## config.mk

```make
export PLATFORM = sky130hd
export DESIGN_NAME = cc_input_loader
export DESIGN_NICKNAME = d
export VERILOG_FILES = /design/src/rtl/cc_input_loader.sv
export SDC_FILE = /design/constraint.sdc
export NUM_CORES = 1
export LEC_CHECK = 0
export CAP_MARGIN = 20
export CORE_UTILIZATION = 32
export DETAILED_ROUTE_END_ITERATION = 8
export HOLD_SLACK_MARGIN = 0.15
export PLACE_DENSITY = 0.6
export SYNTH_ARGS = -nofsm -noshare
export SYNTH_HDL_FRONTEND = slang
export SYNTH_SLANG_ARGS = --single-unit
export TNS_END_PERCENT = 10
```

## constraint.sdc

```tcl
create_clock -name clk -period 3.6 [get_ports clk]
set_input_delay 0.72 -clock clk [delete_from_list [all_inputs] [get_ports clk]]
set_output_delay 0.72 -clock clk [all_outputs]
set_load 0.05 [all_outputs]
```

## src/rtl/cc_input_loader.sv

```systemverilog
// rtl/cc_input_loader.sv - serial score loader feeding the CC sorter with a held parallel set
// Optional partial-set timeout enabled by defining CC_LOAD_TIMEOUT_EN.
module cc_input_loader #(
  parameter int N_SCORE = 7,
  parameter int SCORE_W = 4,
  parameter int TIMEOUT = 15
) (
  input  logic                       clk,
  input  logic                       rst,
  input  logic                       in_valid,
  output logic                       in_ready,
  input  logic [SCORE_W-1:0]         in_data,
  input  logic [2:0]                 in_opt,
  input  logic [1:0]                 in_a,
  input  logic [2:0]                 in_b,
  output logic [N_SCORE*SCORE_W-1:0] out_scores,
  output logic [2:0]                 out_opt,
  output logic [1:0]                 out_a,
  output logic [2:0]                 out_b,
  output logic                       out_valid,
  input  logic                       out_ack,
  output logic                       load_err
);

  localparam int CNT_W = (N_SCORE > 1) ? $clog2(N_SCORE) : 1;

  typedef enum logic [1:0] {
    IDLE = 2'd0,
    LOAD = 2'd1,
    HOLD = 2'd2
  } state_t;

  state_t           state;
  state_t           state_next;
  logic [CNT_W-1:0] count;
  logic             accept;
  logic             last_beat;
  logic             timeout_hit;

  if (TIMEOUT < 1) begin : g_timeout_check
    $error("cc_input_loader: TIMEOUT must be at least 1");
  end

  assign in_ready  = (state != HOLD);
  assign out_valid = (state == HOLD);
  assign accept    = in_valid && in_ready;
  assign last_beat = (count == CNT_W'(N_SCORE - 1));

`ifdef CC_LOAD_TIMEOUT_EN
  localparam int TO_W = $clog2(TIMEOUT + 1);

  logic [TO_W-1:0] idle_cnt;

  // Fires on the TIMEOUT-th consecutive idle cycle spent in LOAD.
  assign timeout_hit = (state == LOAD) && !accept && (idle_cnt == TO_W'(TIMEOUT - 1));

  always_ff @(posedge clk) begin
    if (rst) begin
      idle_cnt <= '0;
      load_err <= 1'b0;
    end else begin
      load_err <= timeout_hit;
      if ((state != LOAD) || accept || timeout_hit) begin
        idle_cnt <= '0;
      end else begin
        idle_cnt <= idle_cnt + 1'b1;
      end
    end
  end
`else
  assign timeout_hit = 1'b0;
  assign load_err    = 1'b0;
`endif

  always_ff @(posedge clk) begin
    if (rst) begin
      state <= IDLE;
    end else begin
      state <= state_next;
    end
  end

  always_comb begin
    state_next = state;
    case (state)
      IDLE: begin
        if (accept) begin
          state_next = last_beat ? HOLD : LOAD;
        end
      end
      LOAD: begin
        if (accept && last_beat) begin
          state_next = HOLD;
        end else if (timeout_hit) begin
          state_next = IDLE;
        end
      end
      HOLD: begin
        if (out_ack) begin
          state_next = IDLE;
        end
      end
      default: state_next = IDLE;
    endcase
  end

  // Slots and config keep their last values after a set is consumed or abandoned.
  always_ff @(posedge clk) begin
    if (rst) begin
      count      <= '0;
      out_scores <= '0;
      out_opt    <= '0;
      out_a      <= '0;
      out_b      <= '0;
    end else begin
      if (accept) begin
        for (int i = 0; i < N_SCORE; i++) begin
          if (count == CNT_W'(i)) begin
            out_scores[i*SCORE_W +: SCORE_W] <= in_data;
          end
        end
        if (state == IDLE) begin
          out_opt <= in_opt;
          out_a   <= in_a;
          out_b   <= in_b;
        end
        count <= last_beat ? '0 : count + 1'b1;
      end else if (timeout_hit) begin
        count <= '0;
      end
    end
  end

endmodule
```

==> summary.txt, run 1 <==
Ys Warns: 0
CP startpoint kind: register
Critical path capture point: out_valid
Setup TNS: 0 ps
Hold buffer count at cts: 0
Worst-path maximum fanout: 12
Met1 Use GR: 19.7%
Setup Buffers After CTS: 0
Post-layout net count: 233
Post-route design area: 0.00236 mm^2
Met2 Use GR: 22.1%
Skew-Pair Late Insertion Delay: 290 ps
CTS tree: built
Final Core Density: 46.3%
Critical path class: reg -> out
# placed instances: 279
CP delay by family, top: buffers and inverters
Grt ovf: 0
Post-DP Area: 0.00228 mm^2
Most used DFF post-synth: dfxtp_1
Core area: 0.00511 mm^2
R2R Path Start: state[0]
Synthesized cell area: 0.00171 mm^2
Slew @ Worst Pin: 541 ps
Max-slew headroom: 63.8%
Num CTS Buffers: 5
Switching Share: 26.0%
Avg Inst Size Synth: 10.3 um^2
Post-DP HPWL: 2580 um
Final RePlAce weighted congestion: 0.775
PostCTS Resize Cnt: 0
Synth unique cells: 30
Slowest CP cell: clkdlybuf4s50_1
Root Buffer: clkbuf_8
Yosys reg bits: 41
P&R area growth vs syn: 38.5%
Critical Path Max Stage Delay: 830 ps
Worst-path clk slew: 70 ps
DR iter-0 viols: 43
Crit. Startpoint: state[0]
# clock sinks: 41
Pin count of the biggest net entering global routing: 26
VDD IR max: 0.168 mV
Unrepaired setup endpoints after global routing: no
Power per cell area: 388 mW/mm^2
Pleak: 1.00 nW
Total Power: 0.000917 W
Ports: 55
Vias in the first global route: 1191
Grt peak-use layer: met2
WP data required: 2880 ps
Sequential area share after synthesis: 48.1%
Port bufs: 53
Crit share post-route: 71.9%
Drt pass-1 iters: 4
Final Non-Filler Cells: 286
Syn nets: 183
DRT antenna net count: 0
Final Setup Violations: 0
P_int: 0.000679 W
Worst setup EP type: output pin
Post-synth EDFFs: 0
Initial antenna violation count: 0
Syn Inst Count: 166
R2R setup slack: 1990 ps
Worst hold path type: reg -> reg
Layout cells sized above 1: 5.09%
CTS Buffer Depth: 2
Fmax: 386 MHz
Comb power frac: 15.1%
Initial Util: 33.4%
First-pass GRT wire length: 6020 um
Clock Power Share: 32.8%
Fill count: 510
CTS H-tree depth: 2
Post-route minimum period: 2590 ps
Psw: 0.000238 W
CP Cell Sequence: nand2b_2, inv_2, clkdlybuf4s50_1
Reg2Reg Depth: 4
Status: complete, no violations
Asr flop ratio synth: 0%
All-Layer GR Usage: 14.7%
Fin. Hold Viols: 0
Via count: 1260
Die width: 75.0 um
Full die area: 0.00563 mm^2
Floorplan row count: 26
Max-cap violations: 0
DR WL/cell: 13.1 um
Layout Skew: 5.98 ps
Max Slew Vio Count: 0
Worst EP arrival: 1870 ps
Grt met3 use: 3.21%
Seq pwr share: 52.1%
Ant. Diodes: 0
Vias per cell: 4.41
Total Wirelength: 3730 um
Buffer and inverter count on the worst path: 2
Reg-to-reg endpoint: out_scores[19]
WP depth: 3
DRC viols: 0
Chip Height: 75.0 um
layer usage:
metal / part of all wire, % / wire [um]
met5: 0 / 0
met3: 5.2 / 196
met2: 44 / 1640
met1: 50 / 1850
met4: 1.2 / 43
worst min-delay path, cell delays in order, from the launching register on:
cell and delay [ps]:
dfxtp_1 310, nand2b_1 60, mux2i_1 60
kinds of logic after synthesis:
group                      share of synthesized area (%)
adders and majority gates                          0.733
DFF                                                 48.1
muxes                                               21.7
and+or+nand+nor                                     21.9
AOI/OAI and AO/OA                                   2.79
other                                              0.220
buffers and inverters                               4.55
sequential cells by signal, indices dropped and copies added, names as in the netlist:
name        cells
out_a           2
out_b           3
out_scores     28
state           2
out_opt         3
count           3
Yosys cell counts, types with 2 or more instances:
| cell | number | area [um^2] |
|---|---|---|
| mux2i_1 | 37 | 370 |
| o21ai_0 | 2 | 10.0 |
| dfxtp_1 | 41 | 821 |
| nand2b_1 | 32 | 200 |
| inv_1 | 3 | 11.3 |
| nand4_1 | 3 | 18.8 |
| nor2_1 | 10 | 37.5 |
| a21oi_1 | 4 | 20.0 |
| nor3b_1 | 2 | 15.0 |
| nand3_1 | 4 | 20.0 |
| clkbuf_1 | 5 | 18.8 |
| buf_2 | 5 | 25.0 |
worst min-delay path by stage:
stage                         from        endpoint  slack (ps)  cells after the start
floorplan                 state[1]        state[0]         470                      1
global placement    out_scores[24]  out_scores[24]         460                      2
detailed placement  out_scores[26]  out_scores[26]         470                      2
CTS                 out_scores[26]  out_scores[26]         480                      2
global route         out_scores[9]   out_scores[9]         500                      2
finish              out_scores[26]  out_scores[26]         470                      2
power groups by stage:
stage	registers, W	logic, W	clock network, W
5_1_grt	0.000480	0.000148	0.000333
3_5_place_dp	0.000488	0.000139	0
4_1_cts	0.000478	0.000140	0.000311
2_1_floorplan	0.000526	0.0000509	0
6_report	0.000478	0.000139	0.000300
3_3_place_gp	0.000489	0.000139	0
layout make-up:
type	count	area, um^2	area share, %
Sequential cell	41	821	34.7
Timing Repair Buffer	55	546	23.1
Inverter	4	15.0	0.635
Tap cell	70	87.6	3.71
Clock buffer	7	86.3	3.65
Multi-Input combinational cell	109	808	34.2
metrics by stage:
step	worst slack (ps)	hold slack, ps
2_1_floorplan	1950	470
3_3_place_gp	1250	464
3_5_place_dp	1230	466
4_1_cts	998	479
5_1_grt	932	503
6_report	1010	475
layout by cell type, fill, tap and decap left out:
| cell | n |
|---|---|
| a21oi_1 | 4 |
| and2_1 | 1 |
| and3_1 | 1 |
| and3b_1 | 1 |
| buf_4 | 2 |
| clkbuf_1 | 1 |
| clkbuf_8 | 6 |
| clkdlybuf4s50_1 | 53 |
| conb_1 | 1 |
| dfxtp_1 | 41 |
| ha_1 | 1 |
| inv_1 | 3 |
| inv_2 | 1 |
| mux2i_1 | 37 |
| nand2_1 | 1 |
| nand2b_1 | 32 |
| nand2b_2 | 1 |
| nand3_1 | 4 |
| nand3b_1 | 1 |
| nand4_1 | 3 |
| nand4b_1 | 1 |
| nor2_1 | 10 |
| nor2b_1 | 1 |
| nor3_1 | 1 |
| nor3b_1 | 2 |
| o21ai_0 | 2 |
| o31ai_1 | 1 |
| o32a_1 | 1 |
| or4_1 | 1 |
| or4b_4 | 1 |
Note: power is estimated with default switching activity, not from simulation.
==> run 2: changes to the inputs <==
- clock period: 3.6 -> 2.4 ns (I/O delays scaled with it)
==> run 2 against run 1 <==
Compared with the run above:
- non-clock buffer count up 2
- total power up 63%
- flip-flop and latch count unchanged
- global-route usage down 0.14 points
==> summary.txt, run 2 (same netlist as run 1, synthesis figures left out) <==
Unrepaired setup endpoints after global routing: no
Drt pass-1 iters: 4
Full die area: 0.00563 mm^2
Ports: 55
Setup TNS: 0 ps
Hold path start: out_scores[21]
CTS tree: built
PostCTS Resize Cnt: 0
Worst setup EP type: output pin
Port bufs: 53
Comb power frac: 14.1%
Power per cell area: 623 mW/mm^2
DRC viols: 0
First-pass GRT wire length: 5900 um
WP data required: 1920 ps
CTS H-tree depth: 2
Worst-path maximum fanout: 12
Max-slew headroom: 64.3%
Layout cells sized above 1: 6.85%
Via count: 1319
Hold buffer count at cts: 0
P_int: 0.00113 W
Crit. Startpoint: state[0]
Root Buffer: clkbuf_8
Chip Height: 75.0 um
DR iter-0 viols: 65
Total Wirelength: 3720 um
Buffer and inverter count on the worst path: 1
Slowest CP cell: clkdlybuf4s50_1
# clock sinks: 41
DR WL/cell: 12.9 um
Worst hold path type: reg -> reg
Initial Util: 33.4%
Post-layout net count: 235
Pin count of the biggest net entering global routing: 21
Seq pwr share: 47.8%
# placed instances: 281
Ant. Diodes: 0
Final Setup Violations: 0
Worst EP arrival: 1760 ps
Layout Skew: 3.24 ps
CTS Buffer Depth: 2
Die width: 75.0 um
All-Layer GR Usage: 14.5%
Core area: 0.00511 mm^2
CP delay by family, top: buffers and inverters
Max-cap violations: 0
Post-route minimum period: 2240 ps
CP startpoint kind: register
Post-route design area: 0.00241 mm^2
Critical Path Max Stage Delay: 860 ps
Critical path class: reg -> out
R2R Path Start: state[0]
Largest register by flop count: out_scores
Skew-Pair Late Insertion Delay: 290 ps
Grt ovf: 0
Vias per cell: 4.56
Pleak: 1.03 nW
VDD IR max: 0.228 mV
Switching Share: 24.5%
Fmax: 446 MHz
Fin. Hold Viols: 0
Final Non-Filler Cells: 289
Initial antenna violation count: 0
Psw: 0.000368 W
Max FFs per register: 28
Post-DP Area: 0.00229 mm^2
Worst-path clk slew: 70 ps
Crit share post-route: 93.4%
Commonest cells after routing, fill and taps aside: 52 x clkdlybuf4s50_1, 41 x dfxtp_1, 37 x mux2i_1, 32 x nand2b_1, 10 x nor2_1
Num CTS Buffers: 5
Post-DP HPWL: 2620 um
Floorplan row count: 26
Status: complete, no violations
Slew @ Worst Pin: 533 ps
Final RePlAce weighted congestion: 0.790
P&R area growth vs syn: 41.0%
Vias in the first global route: 1197
CP Cell Sequence: nand2b_2, clkdlybuf4s50_1
Most common cell after layout, fill and taps aside: clkdlybuf4s50_1
Clock Power Share: 38.1%
DRT antenna net count: 0
Setup Buffers After CTS: 0
Max Slew Vio Count: 0
==> run 2: worst paths after layout <==
path	to	slack (ps)	cells after the start
worst max-delay path	in_ready	160	2
worst min-delay path	out_scores[21]	480	2
worst max register to register	out_scores[17]	800	4
worst min register to register	out_scores[21]	480	2
==> run 2: per-layer routing <==
metal	wire length (um)	up-vias	global-route usage [%]	part of all wire, %
met2	1580	37	21.0	42
met5	0	-	0	0
li1	-	660	-	-
met1	1890	616	19.7	51
met4	78	0	7.55	2.1
met3	180	6	4.02	4.8
==> run 2: tightest hold or removal path, delay by kind of cell (launching register included) <==
| kind | cells | cell delay [ps] |
|---|---|---|
| flip-flops | 1 | 310 |
| AND/OR/NAND/NOR | 1 | 60 |
| multiplexers | 1 | 60 |
==> run 2: metrics by stage <==
stage	total power, W	utilization (%)	hold slack, ps	setup WS (ps)
after global routing	0.00157	47.1	496	76.9
after floorplan	0.000866	-	470	926
after detailed placement	0.000944	44.8	465	425
after CTS	0.00152	47.1	477	153
after global placement	0.000944	44.8	462	453
final	0.00150	47.1	476	158
==> run 2: power by group through the flow <==
stage	clock network (W)	registers, W	logic, W
3_5_place_dp	0	0.000732	0.000212
6_report	0.000571	0.000716	0.000211
4_1_cts	0.000593	0.000717	0.000213
5_1_grt	0.000625	0.000720	0.000224
3_3_place_gp	0	0.000732	0.000212
2_1_floorplan	0	0.000790	0.0000763
==> run 2: final cells by class <==
class	count	area (um^2)
fill	523	2700
sequential	41	821
multi-input combinational	109	808
timing repair buffer	57	558
tap	70	87.6
clock buffer	7	86.3
clock inverter	1	30.0
inverter	4	15.0
==> run 3: changes to the inputs <==
- CELL_PAD_IN_SITES_DETAIL_PLACEMENT: not set -> 2
- CELL_PAD_IN_SITES_GLOBAL_PLACEMENT: not set -> 2
- CORE_UTILIZATION: 32 -> 27
- PLACE_DENSITY: 0.6 -> 0.79
==> run 3 against run 2 <==
Compared with the run above:
- first-iteration DRC count shrank 31%
- non-clock buffer count did not move
- die area up 18%
- setup slack lost 41 ps
- combinational power barely moved
- core utilization fell by 7.0 points
- routed wire length grew 18%
- via count increased by 2.3%
- largest cell class unchanged
- largest power group unchanged
==> summary.txt, run 3 (same netlist as run 1, synthesis figures left out) <==
Core area: 0.00603 mm^2
Worst-path maximum fanout: 12
Setup Buffers After CTS: 0
Hold buffer count at cts: 0
CP startpoint kind: register
Max FFs per register: 28
All-Layer GR Usage: 14.4%
Initial Util: 28.3%
DRC viols: 0
Port bufs: 53
Power per cell area: 626 mW/mm^2
PostCTS Resize Cnt: 0
Max Slew Vio Count: 0
Fin. Hold Viols: 0
Final Setup Violations: 0
Worst setup EP type: output pin
Max-cap violations: 0
Setup TNS: 0 ps
Final Non-Filler Cells: 294
Worst-path clk slew: 80 ps
Critical path class: reg -> out
Grt ovf: 0
Commonest cells after routing, fill and taps aside: 52 x clkdlybuf4s50_1, 41 x dfxtp_1, 37 x mux2i_1, 32 x nand2b_1, 10 x nor2_1
P&R area growth vs syn: 41.6%
Skew-Pair Late Insertion Delay: 290 ps
Total Wirelength: 4380 um
Status: complete, no violations
CTS tree: built
CTS Buffer Depth: 2
Slew @ Worst Pin: 510 ps
DRT antenna net count: 0
Most common cell after layout, fill and taps aside: clkdlybuf4s50_1
Vias per cell: 4.59
Crit share post-route: 95.1%
WP data required: 1920 ps
Total Power: 0.00151 W
Pin count of the biggest net entering global routing: 26
# clock sinks: 41
CTS H-tree depth: 2
Post-route minimum period: 2280 ps
Ant. Diodes: 0
Post-layout net count: 235
Hold Slack: 481 ps
Worst hold path type: reg -> reg
Ports: 55
Final RePlAce weighted congestion: 0.708
Via count: 1349
Unrepaired setup endpoints after global routing: no
Drt pass-1 iters: 4
Vias in the first global route: 1420
VDD IR max: 0.231 mV
Pleak: 1.03 nW
Root Buffer: clkbuf_8
Largest register by flop count: out_scores
Num CTS Buffers: 5
Die width: 81.5 um
# placed instances: 286
DR WL/cell: 14.9 um
R2R setup slack: 730 ps
Fill count: 656
Max-slew headroom: 65.9%
Layout cells sized above 1: 7.31%
Post-DP HPWL: 3090 um
Fmax: 438 MHz
DR iter-0 viols: 45
Layout Skew: 4.51 ps
Chip Height: 81.5 um
Floorplan row count: 28
Full die area: 0.00664 mm^2
Worst EP arrival: 1800 ps
Fin worst setup slack: 117 ps
Initial antenna violation count: 0
First-pass GRT wire length: 7020 um
Pre-CTS setup slack: 419 ps
run 3: cell count changes in the layout (fill, tap and decap cells not counted):
| cell | change |
|---|---|
| nor3b_1 | -1 |
| nor3b_2 | +1 |
run 3: layout make-up:
cell class                      count  area (um^2)  area share [%]
Multi-Input combinational cell    109          813            33.6
Inverter                            4         15.0           0.621
Clock buffer                        7         86.3            3.57
Timing Repair Buffer               57          558            23.1
Sequential cell                    41          821            34.0
Tap cell                           75         93.8            3.88
Clock inverter                      1         30.0            1.24
run 3: critical path, cell delays in order (launching register included):
cell and delay [ps]:
dfxtp_1 370, nand2b_2 280, clkdlybuf4s50_1 860
run 3: per-layer routing:
metal  vias up  wire length [um]  track usage [%]
met5         -                 0                0
met2        32              2100             23.7
met3         6               171             3.00
met4         0                76             6.96
li1        659                 -                -
met1       652              2040             17.8
run 3: worst paths after layout:
| kind | from | endpoint | cells past startpoint |
|---|---|---|---|
| hold / removal | out_scores[15] | out_scores[15] | 2 |
| setup / recovery | state[0] | in_ready | 2 |
| setup reg to reg | state[0] | out_scores[19] | 4 |
| hold reg to reg | out_scores[15] | out_scores[15] | 2 |
run 3: report_power, final:
part | switching, W | internal, W
Clock | 0.000242 | 0.000339
Combinational | 0.000123 | 0.0000907
Sequential | 0.0000170 | 0.000701
Total | 0.000383 | 0.00113
run 3: per-stage QoR:
stage	utilization (%)	area, um^2
after detailed placement	38.2	2300
after floorplan	-	1710
after CTS	40.1	2420
final	40.1	2420
after global routing	40.1	2420
after global placement	38.2	2300
==> variant (flow settings as in run 1) <==
Add a define of `CC_LOAD_TIMEOUT_EN`.
--- a/src/rtl/cc_input_loader.sv
+++ b/src/rtl/cc_input_loader.sv
@@ -2,2 +2,4 @@
 // Optional partial-set timeout enabled by defining CC_LOAD_TIMEOUT_EN.
+`define CC_LOAD_TIMEOUT_EN
+
 module cc_input_loader #(
Check against the original RTL: no difference found for any inputs over 10 cycles, from zero or initial values and one cycle with rst high; that may be too few to reach the edited logic, so the function may still have changed.
==> variant against run 1 <==
  * Clock skew rose by 0.66 ps
  * Final area rose by 11%
  * Worst hold slack worse by 1.4 ps
  * Fmax fell by 13%
  * Largest cell class is now multi-input gates
  * Critical endpoint unchanged
  * Worst setup slack worse by 380 ps
  * Non-clock buffer count did not move
  * Routed wire length increased by 16%
  * Sequential cell count rose by 5
  * Power up 9.4%
  * Global-route usage decreased by 0.57 points
  * Clock power grew 6%
  * Area after synthesis is 15% higher
  * Highest routed layer unchanged
  * Sequential power is 12% higher
  * Final cell count grew 15%
  * Critical path type unchanged
==> variant: results (changes against run 1) <==
- I/O Buffers: 54 (+1.9%)
- Flop-to-flop setup slack: 1630 ps (-360 ps)
- Insertion delay to the later sink of the worst-skew pair: 290 ps (about the same)
- Buffer count from post-CTS setup fixing: 0 (unchanged)
- Bufs on Longest Clock Path: 2 (unchanged)
- Slew Limit Headroom: 45.4% (-18 points)
- Worst Hold Class: flop to flop
- Most common library cells after synthesis: 46 x dfxtp_1, 24 x mux2i_1, 24 x nand2b_1, 16 x nand4_1, 15 x a21oi_1
- P_leak: 0.972 nW (-3.2%)
- Reg2reg start: state[0]
- Clock-pin slew on the worst setup and hold paths: 80 ps
- Nets: 271 (+16%)
- Layout Skew: 6.64 ps (+0.659 ps)
- Worst r2r path cells: 4 (unchanged)
- Placed Cells incl. Taps: 320 (+15%)
- Seq/Total Area, Yosys: 47.0% (-1.1 points)
- # diodes: 0 (unchanged)
- Placed cell areas: 2540 um2 (+12%)
- Average cell area after synthesis: 9.61 um2 (-6.5%)
- Total CTS buffers: 5 (unchanged)
- H-tree depth: 2 (unchanged)
- First-pass iteration count of the detailed router: 4 (unchanged)
- Total track usage: 14.1% (-0.57 points)
- Final estimated routing congestion in global placement: 0.731 (-5.7%)
- Hold Startpoint: out_scores[0]
- Hold WS: 474 ps (-1.43 ps)
- Async S/R FF share, synth: 0% (unchanged)
- Finished Layout Cells: 328 (+15%)
- Peak supply drop: 0.000191 V (+14%)
- Vias in the first global route: 1456 (+22%)
- Vias: 1639 (+30%)
- Net count of the mapped netlist: 223 (+22%)
- Pin count of the biggest net entering global routing: 48 (+85%)
- Reg2reg end: out_scores[17]
- Ys flop type: dfxtp_1
- Top flop regs: out_scores: 28 flops, idle_cnt: 4 flops
- Iteration-0 DRC Markers: 135 (+210%)
- First-pass GRT wire length: 7.06 mm (+17%)
- Resize count post-CTS: 0 (unchanged)
- Hold Path End: out_scores[0]
- Root Buffer: clkbuf_8
- Post-DP HPWL: 3.01 mm (+17%)
- Synth unique cells: 35 (+17%)
- Top cells by area, synth: dfxtp_1 47%, mux2i_1 12%, nand2b_1 7.7%
- Hold Path Cell Cnt: 2 (unchanged)
- DRT Wirelength: 4.32 mm (+16%)
- Worst Path Arrival: 2250 ps (+380 ps)
- Status: completed
- Worst-path maximum fanout: 21 (+9)
- Yosys Warn Count: 0 (unchanged)
- Fraction of layout cells with a size suffix above 1: 4.74% (-0.35 points)
- Initial antenna violation count: 0 (unchanged)
[variant: logic make-up after synthesis]
family / count (synthesis) / synth area share (%)
and+or+nand+nor: 73 / 22.0
DFF: 46 / 47.0
AOI/OAI and AO/OA: 37 / 12.2
muxes: 24 / 12.3
buffers and inverters: 21 / 4.66
adders and majority gates: 3 / 1.91
[variant: layout make-up]
type	instances	area, um2
fill	598	3290
inverter	7	26.3
timing repair buffer	55	548
clock buffer	7	86.3
tap	75	93.8
clock inverter	1	5.00
multi-input combinational	137	953
sequential	46	921
[variant: report_power, final]
group	internal [mW]	total [mW]	switching, mW
logic	0.0604	0.149	0.0889
registers	0.524	0.536	0.0122
clock network	0.155	0.317	0.162
total	0.739	1.00	0.264
[variant: per-stage QoR]
stage / util (%) / setup slack [ps] / power, mW
floorplan: - / 1640 / 0.645
global placement: 42.9 / 934 / 0.698
detailed placement: 42.9 / 907 / 0.698
CTS: 44.5 / 632 / 1.02
global route: 44.5 / 521 / 1.04
finish: 44.5 / 634 / 1.00
[variant: worst max-delay path by stage]
stage	from	endpoint	slack (ps)	cells past startpoint
floorplan	state[0]	out_valid	1640	3
global placement	in_valid	out_a[0]	930	4
detailed placement	in_valid	out_b[2]	910	4
CTS	state[0]	out_valid	630	3
global route	state[1]	out_valid	520	3
finish	state[0]	out_valid	630	3
[variant: worst max-delay path, stage by stage, from the launching register on]
cell             delay [ps]
dfxtp_1                 350
nand2b_2                380
inv_2                   350
clkdlybuf4s50_1         870
[variant: layer usage]
metal / routed length (um) / GRT usage (%)
met1: 2160 / 19.7
met2: 1930 / 21.5
met3: 197 / 3.52
met4: 27 / 3.75
met5: 0 / 0
